===== src/rtl/sync_fifo_param_if.sv =====
// Producer/consumer bundle for sync_fifo_param. The FIFO takes the slave
// side. The surrounding logic, or a bench, drives the master side.
interface sync_fifo_param_if #(
    parameter int DSIZE = 8,
    parameter int ASIZE = 4
);
    logic [DSIZE-1:0] wdata;
    logic             winc;
    logic             rinc;
    logic             err_clr;
    logic [DSIZE-1:0] rdata;
    logic             wfull;
    logic             rempty;
    logic             walmost_full;
    logic             ralmost_empty;
    logic [ASIZE:0]   count;
    logic             overflow;
    logic             underflow;

    modport master (
        output wdata, winc, rinc, err_clr,
        input  rdata, wfull, rempty, walmost_full, ralmost_empty,
               count, overflow, underflow
    );

    modport slave (
        input  wdata, winc, rinc, err_clr,
        output rdata, wfull, rempty, walmost_full, ralmost_empty,
               count, overflow, underflow
    );
endinterface


===== src/rtl/sync_fifo_param.sv =====
// Single-clock parametrised FIFO. It provides an occupancy count,
// almost-full and almost-empty thresholds, and a choice of
// first-word-fall-through or registered read. It also has sticky
// overflow and underflow error flags.
module sync_fifo_param #(
    parameter int DSIZE     = 8,
    parameter int ASIZE     = 4,
    parameter int AFULL_TH  = 12,
    parameter int AEMPTY_TH = 2,
    parameter int FWFT      = 1
) (
    input  logic               clk,
    input  logic               rst,
    sync_fifo_param_if.slave   bus
);
    localparam int DEPTH = 1 << ASIZE;

    typedef logic [ASIZE:0] ptr_t;

    localparam ptr_t DEPTH_C  = ptr_t'(DEPTH);
    localparam ptr_t AFULL_C  = ptr_t'(AFULL_TH);
    localparam ptr_t AEMPTY_C = ptr_t'(AEMPTY_TH);
    localparam ptr_t ONE_C    = ptr_t'(1);

    // Reject nonsensical configurations at elaboration time.
    if (ASIZE < 1) begin : g_bad_asize
        $error("sync_fifo_param: ASIZE must be >= 1 (got %0d)", ASIZE);
    end
    if (AFULL_TH < 1 || AFULL_TH > DEPTH) begin : g_bad_afull
        $error("sync_fifo_param: AFULL_TH must be in 1..%0d (got %0d)", DEPTH, AFULL_TH);
    end
    if (AEMPTY_TH < 0 || AEMPTY_TH > DEPTH - 1) begin : g_bad_aempty
        $error("sync_fifo_param: AEMPTY_TH must be in 0..%0d (got %0d)", DEPTH - 1, AEMPTY_TH);
    end

    // Storage is intentionally left without a reset.
    logic [DSIZE-1:0] mem_q [DEPTH];

    ptr_t wptr_q, wptr_d;
    ptr_t rptr_q, rptr_d;
    ptr_t count_q, count_d;
    logic overflow_q, overflow_d;
    logic underflow_q, underflow_d;

    logic             full, empty;
    logic             wr_ok, rd_ok;
    logic [DSIZE-1:0] head_word;

    // The flags decode directly from count, so they follow the causing
    // edge with no extra latency.
    always_comb begin
        full  = (count_q == DEPTH_C);
        empty = (count_q == '0);
    end

    // Accept decisions use the flags as they were before the edge. Any
    // request made while reset is asserted is ignored.
    always_comb begin
        wr_ok     = bus.winc & ~full  & ~rst;
        rd_ok     = bus.rinc & ~empty & ~rst;
        head_word = mem_q[rptr_q[ASIZE-1:0]];
    end

    // Next-state logic for the pointers, the count and the sticky errors.
    // When a set and a clear happen in the same cycle, the set wins.
    always_comb begin
        wptr_d      = wptr_q;
        rptr_d      = rptr_q;
        count_d     = count_q;
        overflow_d  = overflow_q  & ~bus.err_clr;
        underflow_d = underflow_q & ~bus.err_clr;
        if (wr_ok) wptr_d = wptr_q + ONE_C;
        if (rd_ok) rptr_d = rptr_q + ONE_C;
        if (wr_ok && !rd_ok) count_d = count_q + ONE_C;
        if (rd_ok && !wr_ok) count_d = count_q - ONE_C;
        if (bus.winc && full)  overflow_d  = 1'b1;
        if (bus.rinc && empty) underflow_d = 1'b1;
    end

    // Control state registers.
    always_ff @(posedge clk) begin
        if (rst) begin
            wptr_q      <= '0;
            rptr_q      <= '0;
            count_q     <= '0;
            overflow_q  <= 1'b0;
            underflow_q <= 1'b0;
        end else begin
            wptr_q      <= wptr_d;
            rptr_q      <= rptr_d;
            count_q     <= count_d;
            overflow_q  <= overflow_d;
            underflow_q <= underflow_d;
        end
    end

    // Memory write port. A write that is rejected, or that arrives
    // during reset, leaves the memory untouched.
    always_ff @(posedge clk) begin
        if (wr_ok) mem_q[wptr_q[ASIZE-1:0]] <= bus.wdata;
    end

    // Occupancy must always equal the pointer distance. The full pointer
    // width is compared so that the wrap bit is covered as well.
    always_ff @(posedge clk) begin
        if (!rst) assert (count_q == ptr_t'(wptr_q - rptr_q));
    end

    if (FWFT != 0) begin : g_fwft
        // The head word is shown directly. It is valid whenever the FIFO
        // is not empty.
        always_comb begin
            bus.rdata = head_word;
        end
    end else begin : g_reg_read
        logic [DSIZE-1:0] rdata_q, rdata_d;

        // The output register loads only on an accepted pop. Otherwise it
        // holds its value.
        always_comb begin
            rdata_d = rdata_q;
            if (rd_ok) rdata_d = head_word;
        end

        // Registered read data. It clears on reset.
        always_ff @(posedge clk) begin
            if (rst) rdata_q <= '0;
            else     rdata_q <= rdata_d;
        end

        always_comb begin
            bus.rdata = rdata_q;
        end
    end

    // Drive the status outputs.
    always_comb begin
        bus.wfull         = full;
        bus.rempty        = empty;
        bus.walmost_full  = (count_q >= AFULL_C);
        bus.ralmost_empty = (count_q <= AEMPTY_C);
        bus.count         = count_q;
        bus.overflow      = overflow_q;
        bus.underflow     = underflow_q;
    end
endmodule


===== src/flat_wrapper.sv =====
// flat-port wrapper written by rule: the top's interface ports become plain ports
module sync_fifo_param_flat 
#(
    parameter int DSIZE     = 8,
    parameter int ASIZE     = 4,
    parameter int AFULL_TH  = 12,
    parameter int AEMPTY_TH = 2,
    parameter int FWFT      = 1
)
  (clk, rst, bus_wdata, bus_winc, bus_rinc, bus_err_clr, bus_rdata, bus_wfull, bus_rempty, bus_walmost_full, bus_ralmost_empty, bus_count, bus_overflow, bus_underflow);
  sync_fifo_param_if #(.DSIZE(DSIZE), .ASIZE(ASIZE)) bus_i ();
  input  logic clk;
  input  logic rst;
  input wire logic [$bits(bus_i.wdata)-1:0] bus_wdata;
  input wire logic [$bits(bus_i.winc)-1:0] bus_winc;
  input wire logic [$bits(bus_i.rinc)-1:0] bus_rinc;
  input wire logic [$bits(bus_i.err_clr)-1:0] bus_err_clr;
  output wire logic [$bits(bus_i.rdata)-1:0] bus_rdata;
  output wire logic [$bits(bus_i.wfull)-1:0] bus_wfull;
  output wire logic [$bits(bus_i.rempty)-1:0] bus_rempty;
  output wire logic [$bits(bus_i.walmost_full)-1:0] bus_walmost_full;
  output wire logic [$bits(bus_i.ralmost_empty)-1:0] bus_ralmost_empty;
  output wire logic [$bits(bus_i.count)-1:0] bus_count;
  output wire logic [$bits(bus_i.overflow)-1:0] bus_overflow;
  output wire logic [$bits(bus_i.underflow)-1:0] bus_underflow;
  assign bus_i.wdata = bus_wdata;
  assign bus_i.winc = bus_winc;
  assign bus_i.rinc = bus_rinc;
  assign bus_i.err_clr = bus_err_clr;
  assign bus_rdata = bus_i.rdata;
  assign bus_wfull = bus_i.wfull;
  assign bus_rempty = bus_i.rempty;
  assign bus_walmost_full = bus_i.walmost_full;
  assign bus_ralmost_empty = bus_i.ralmost_empty;
  assign bus_count = bus_i.count;
  assign bus_overflow = bus_i.overflow;
  assign bus_underflow = bus_i.underflow;
  sync_fifo_param #(.DSIZE(DSIZE), .ASIZE(ASIZE), .AFULL_TH(AFULL_TH), .AEMPTY_TH(AEMPTY_TH), .FWFT(FWFT)) u_core (.clk(clk), .rst(rst), .bus(bus_i));
endmodule

===== config.mk =====
export PLATFORM = sky130hd
export DESIGN_NAME = sync_fifo_param_flat
export DESIGN_NICKNAME = d
export VERILOG_FILES = /design/src/rtl/sync_fifo_param_if.sv /design/src/rtl/sync_fifo_param.sv /design/src/flat_wrapper.sv
export SDC_FILE = /design/constraint.sdc
export NUM_CORES = 1
export LEC_CHECK = 0
export CORE_MARGIN = 3
export CORE_UTILIZATION = 44
export CTS_BUF_LIST = sky130_fd_sc_hd__clkbuf_8
export DETAILED_ROUTE_END_ITERATION = 12
export PLACE_DENSITY = 0.72
export SYNTH_ARGS = -nofsm -noshare
export SYNTH_HDL_FRONTEND = slang
export SYNTH_SLANG_ARGS = --single-unit

===== constraint.sdc =====
create_clock -name clk -period 3.7 [get_ports clk]
set_input_delay 0.37 -clock clk [delete_from_list [all_inputs] [get_ports clk]]
set_output_delay 0.37 -clock clk [all_outputs]
set_load 0.05 [all_outputs]

== Word-level counts from Yosys, hierarchy flattened ==
Memories as Yosys holds them, arrays and structs flattened. A register that Yosys moved wholly into a read port is not among the register bits.
Index checks and enable logic that the tools add are counted.
W data, S select, Z words.

* Memories: 1
* Flip-flop bits (word level): 17
* Logic and storage cells: 39
* Bits in writable memories: 128
* Output and inout bits: 19
* Input bits: 13

* Mux-type cells: 8
* Equal/unequal tests: 1
* Bitwise logic cells: 10
* $lt $le $gt $ge: 2
* Add/sub/neg operators: 4
* Reduce and logical (&&, ||, !) cells: 8

{| class="wikitable"
|+ Memory list
! name !! depth !! width !! read ports !! clocked after memory_dff !! wr ports !! line !! source
|-
| u_core.mem_q || 16 || 8 || 1 || 1 || 1 || sync_fifo_param.sv:37 || <nowiki>logic [DSIZE-1:0] mem_q [DEPTH];</nowiki>
|}

{| class="wikitable"
|+ Operators with widths
! operator !! count
|-
| $add A5 B1 Y5 const B || 3
|-
| $mux W5 || 2
|-
| $mux W4 || 2
|-
| $and A1 B1 Y1 || 6
|-
| $eq A5 B5 Y1 const B || 1
|-
| $ge A5 B4 Y1 const B || 1
|-
| $le A5 B2 Y1 const B || 1
|-
| $logic_not A5 Y1 || 1
|-
| $sub A5 B1 Y5 const B || 1
|-
| $logic_and A1 B1 Y1 || 4
|-
| $mux W1 || 4
|-
| $not A1 Y1 || 4
|-
| $logic_not A1 Y1 || 2
|-
| $reduce_bool A2 Y1 || 1
|}

== Logic depth before layout (Yosys ltp) ==
* Depth after elaboration: 8
* Mapped depth: 12
* Depth with buffers taken out: 10

== Worst setup path after synthesis ==
OpenSTA, ideal clock, no wires.

* Kind: reg-to-output
* Start point: reg u_core.count_q[4], in the netlist u_core.bus.count[4]
* End point: out bus_ralmost_empty
* Stages on the path, launching flop included: 3
* Data arrival time: 3,199 ps
* Setup slack: 131 ps
* Path through: dfxtp_1 clkbuf_1 a2111oi_0

* Cells in the longest elaborated chain, start to end: 1

{| class="wikitable"
|+ RTL lines
! item !! line !! source
|-
| start, declared || sync_fifo_param.sv:41 || <nowiki>ptr_t count_q, count_d;</nowiki>
|-
| start signal, assigned || sync_fifo_param.sv:91 || <nowiki>count_q <= count_d;</nowiki>
|-
| $le A5 B2 Y1 || sync_fifo_param.sv:141 || <nowiki>bus.ralmost_empty = (count_q <= AEMPTY_C);</nowiki>
|-
| end, declared || flat_wrapper.sv:22 || <nowiki>output wire logic [$bits(bus_i.ralmost_empty)-1:0] bus_ralmost_empty;</nowiki>
|}

No other way between the ends.

==> results by group <==
Global route
  – Largest net degree at the start of global routing: 33
  – Gr ovfl total: 0
  – Initial antenna violation count: 0
  – Vias in the first global route: 3250
  – Total GRT Usage: approximately 17%
  – First-pass GRT wire length: 18330 um

Layout
  – FF/Latch Area: ~0.0042 mm^2
  – Final nets: just under 400
  – Post-route non-filler standard cell count: 557
  – Commonest non-fill, non-tap cell in the layout: edfxtp_1
  – Multi-input logic area: 0.001672 mm^2
  – Layout fillers: between 1000 and 1500
  – Antenna cells: 0
  – Commonest cells after routing, fill and taps aside: edfxtp_1 (128), nor2_1 (32), clkdlybuf4s50_1 (31)
  – Layout overhead on the synthesized area: 16.51%
  – Layout cells sized above 1: 16.80%

STA
  – Slew margin rel.: 38.08%
  – Final worst path period share: 92.44%
  – Final setup TNS: 0 ns
  – Unrepaired setup endpoints after global routing: false
  – Least-Margin Pin Slew: 0.9253 ns
  – Fin crit period: approximately 3.4 ns
  – Max-slew violations: 0
  – F_max: 292.4 MHz
  – Clock skew: 0.009994 ns
  – Setup Viol. Count Final: 0
  – Hold Vio Cnt, Final: 0
  – Final worst setup slack: 0.2797 ns

Pwr
  – Power per cell area: 501.1 mW/mm^2
  – Leak pwr: 2.323 nW
  – Total power: 3.522 mW
  – Maximum vdd drop: roughly 0.00022 V

Detailed routing
  – Avg WL per Cell: 21.01 um
  – Vias: between 3000 and 4000
  – Antenna viol nets, final: 0
  – WL final: about 12000 um
  – Violation count after the first detailed-route iteration: roughly 240
  – DRC: 0
  – Vias/cell: around 5.6
  – DRT Pass-1 Iters: 5

Place
  – GP Congestion: about 0.79
  – Place WS: 0.5918 ns
  – Post-placement cell count: ~530
  – Half-perimeter wire length after detailed placement: between 7000 and 8000 um
  – Port bufs: 31

Job
  – Max Cap Viol: 0

Floorplanning
  – Die Span Y: 123.1 um
  – Starting Density: 45.20%
  – Area of the die: roughly 0.015 mm^2
  – FP Rows: 42
  – Core ar.: 0.01335 mm^2
  – Width of the die: 123.1 um
  – I/O pin total: 32

Clock network
  – Max Root-Sink Buffers: 2
  – CTS root buffer: clkbuf_8
  – Post_cts resized: 0
  – Worst-skew pair later-pin latency: 0.43 ns
  – # hold bufs at CTS: 0
  – Clock transition at the registers of the reported paths: about 0.070 ns
  – CTS tree: done
  – # Post-CTS Setup Buffers: 0
  – H-tree depth: 4
  – Num Clock Sinks: 147
  – Cts bufs inserted: 17

Min path
  – Type of the worst min-delay path: reg2reg

Yosys
  – Sequential share of the synthesized area: 70.01%
  – Yosys warns: 0
  – Async SR Flop Fraction: 0%
  – Top post-synthesis cells by area: edfxtp_1 (64%), mux4_1 (10%), dfxtp_1 (6.3%)
  – Distinct cells, synth: 42
  – Syn nets: between 300 and 400
  – Cell area after synthesis: 0.006033 mm^2
  – Flops & latches, synth: 147
  – Synth Instances: 319
  – Syn Area/Cell: 18.91 um^2
  – Post-synth top area cell: edfxtp_1
  – Main synth FF type: edfxtp_1
  – Synth top area share: 63.71%
  – Post-synth EDFFs: roughly 130

Outcome
  – Outcome: finished, final reports clean

Critical path
  – Startpoint Class: register
  – Maximum fanout along the worst path: 20
  – CP Capture Type: output port
  – WP data arrival: 3.05 ns
  – Crit Path Category: reg2out
  – Required @ worst endpoint: 3.33 ns
-- flip-flops by register name, indices dropped and copies added, names as in the netlist, named ones only --
| signal | count |
|---|---|
| u_core.mem_q | 128 |
| u_core.bus.count | 5 |
| u_core.rptr_q | 4 |
| u_core.wptr_q | 4 |
| u_core.bus.overflow | 1 |
| u_core.bus.underflow | 1 |
-- worst paths after layout --
kind / slack, ns / end / start / cells after the start
setup / recovery: 0.28 / bus_rdata[3] / register / 4
hold / removal: 0.52 / u_core.rptr_q[3] / u_core.rptr_q[3] / 2
setup reg to reg: 0.72 / u_core.bus.count[4] / u_core.bus.count[1] / 10
hold reg to reg: 0.52 / u_core.rptr_q[3] / u_core.rptr_q[3] / 2
-- power by group --
part	total, mW	switching [mW]	internal (mW)
combinational	0.342	0.197	0.145
clock	1.34	0.550	0.786
sequential	1.84	0.0234	1.82
total	3.52	0.771	2.75
-- through the flow --
stage | instance area (um^2) | utilization [%] | hold slack (ns)
6_report | 7029 | 52.66 | 0.5194
3_3_place_gp | 6601 | 49.46 | 0.4976
2_1_floorplan | 6033 | - | 0.4689
5_1_grt | 7029 | 52.66 | 0.5588
3_5_place_dp | 6601 | 49.46 | 0.4987
4_1_cts | 7029 | 52.66 | 0.5242
-- Yosys cell counts, types with 2 or more instances --
library cell / number
nand2_1: 9
a211o_1: 2
xnor2_1: 2
nor2b_1: 3
clkbuf_1: 8
o31ai_1: 2
nand2b_1: 3
buf_8: 2
mux4_2: 16
and3_1: 3
xor2_1: 6
inv_1: 7
o211ai_1: 2
or4_1: 2
ha_1: 8
edfxtp_1: 128
a211oi_1: 3
buf_1: 4
mux2i_1: 2
nor2_1: 32
dfxtp_1: 19
nor4bb_1: 2
o21ai_0: 3
mux4_1: 24
a21oi_1: 5
nor3_1: 6
-- kinds of logic (layout without fill, tap and decap cells) --
group	count (synthesis)	count (layout)	share of synthesized area, %
flops	147	147	70.01
mux	43	43	16.94
simple gates	67	67	5.454
fa+ha+maj	8	8	1.659
compound gates	22	22	2.489
buf+inv	24	86	2.281
xor+xnor	8	8	1.161
-- routing by layer --
layer	vias to the layer above	global-route usage, %	wire (um)
met2	117	28.02	5868
met4	0	6.159	203
met1	1576	21.38	4875
li1	1393	-	-
met3	18	5.398	754
met5	-	0	0
-- critical path, stage by stage, from the launching register on --
cell and delay, ns:
dfxtp_2 0.56, buf_12 0.24, mux4_1 0.62, mux4_2 0.48, clkdlybuf4s50_1 0.71
-- final cells by class --
cell class	count	share of cell area, %
inverter	7	0.3738
clock inverter	13	2.759
tap	176	3.133
clock buffer	17	3.329
sequential	147	60.11
multi-input combinational	148	23.78
timing repair buffer	49	6.515
Note: power is estimated with default switching activity, not from simulation.
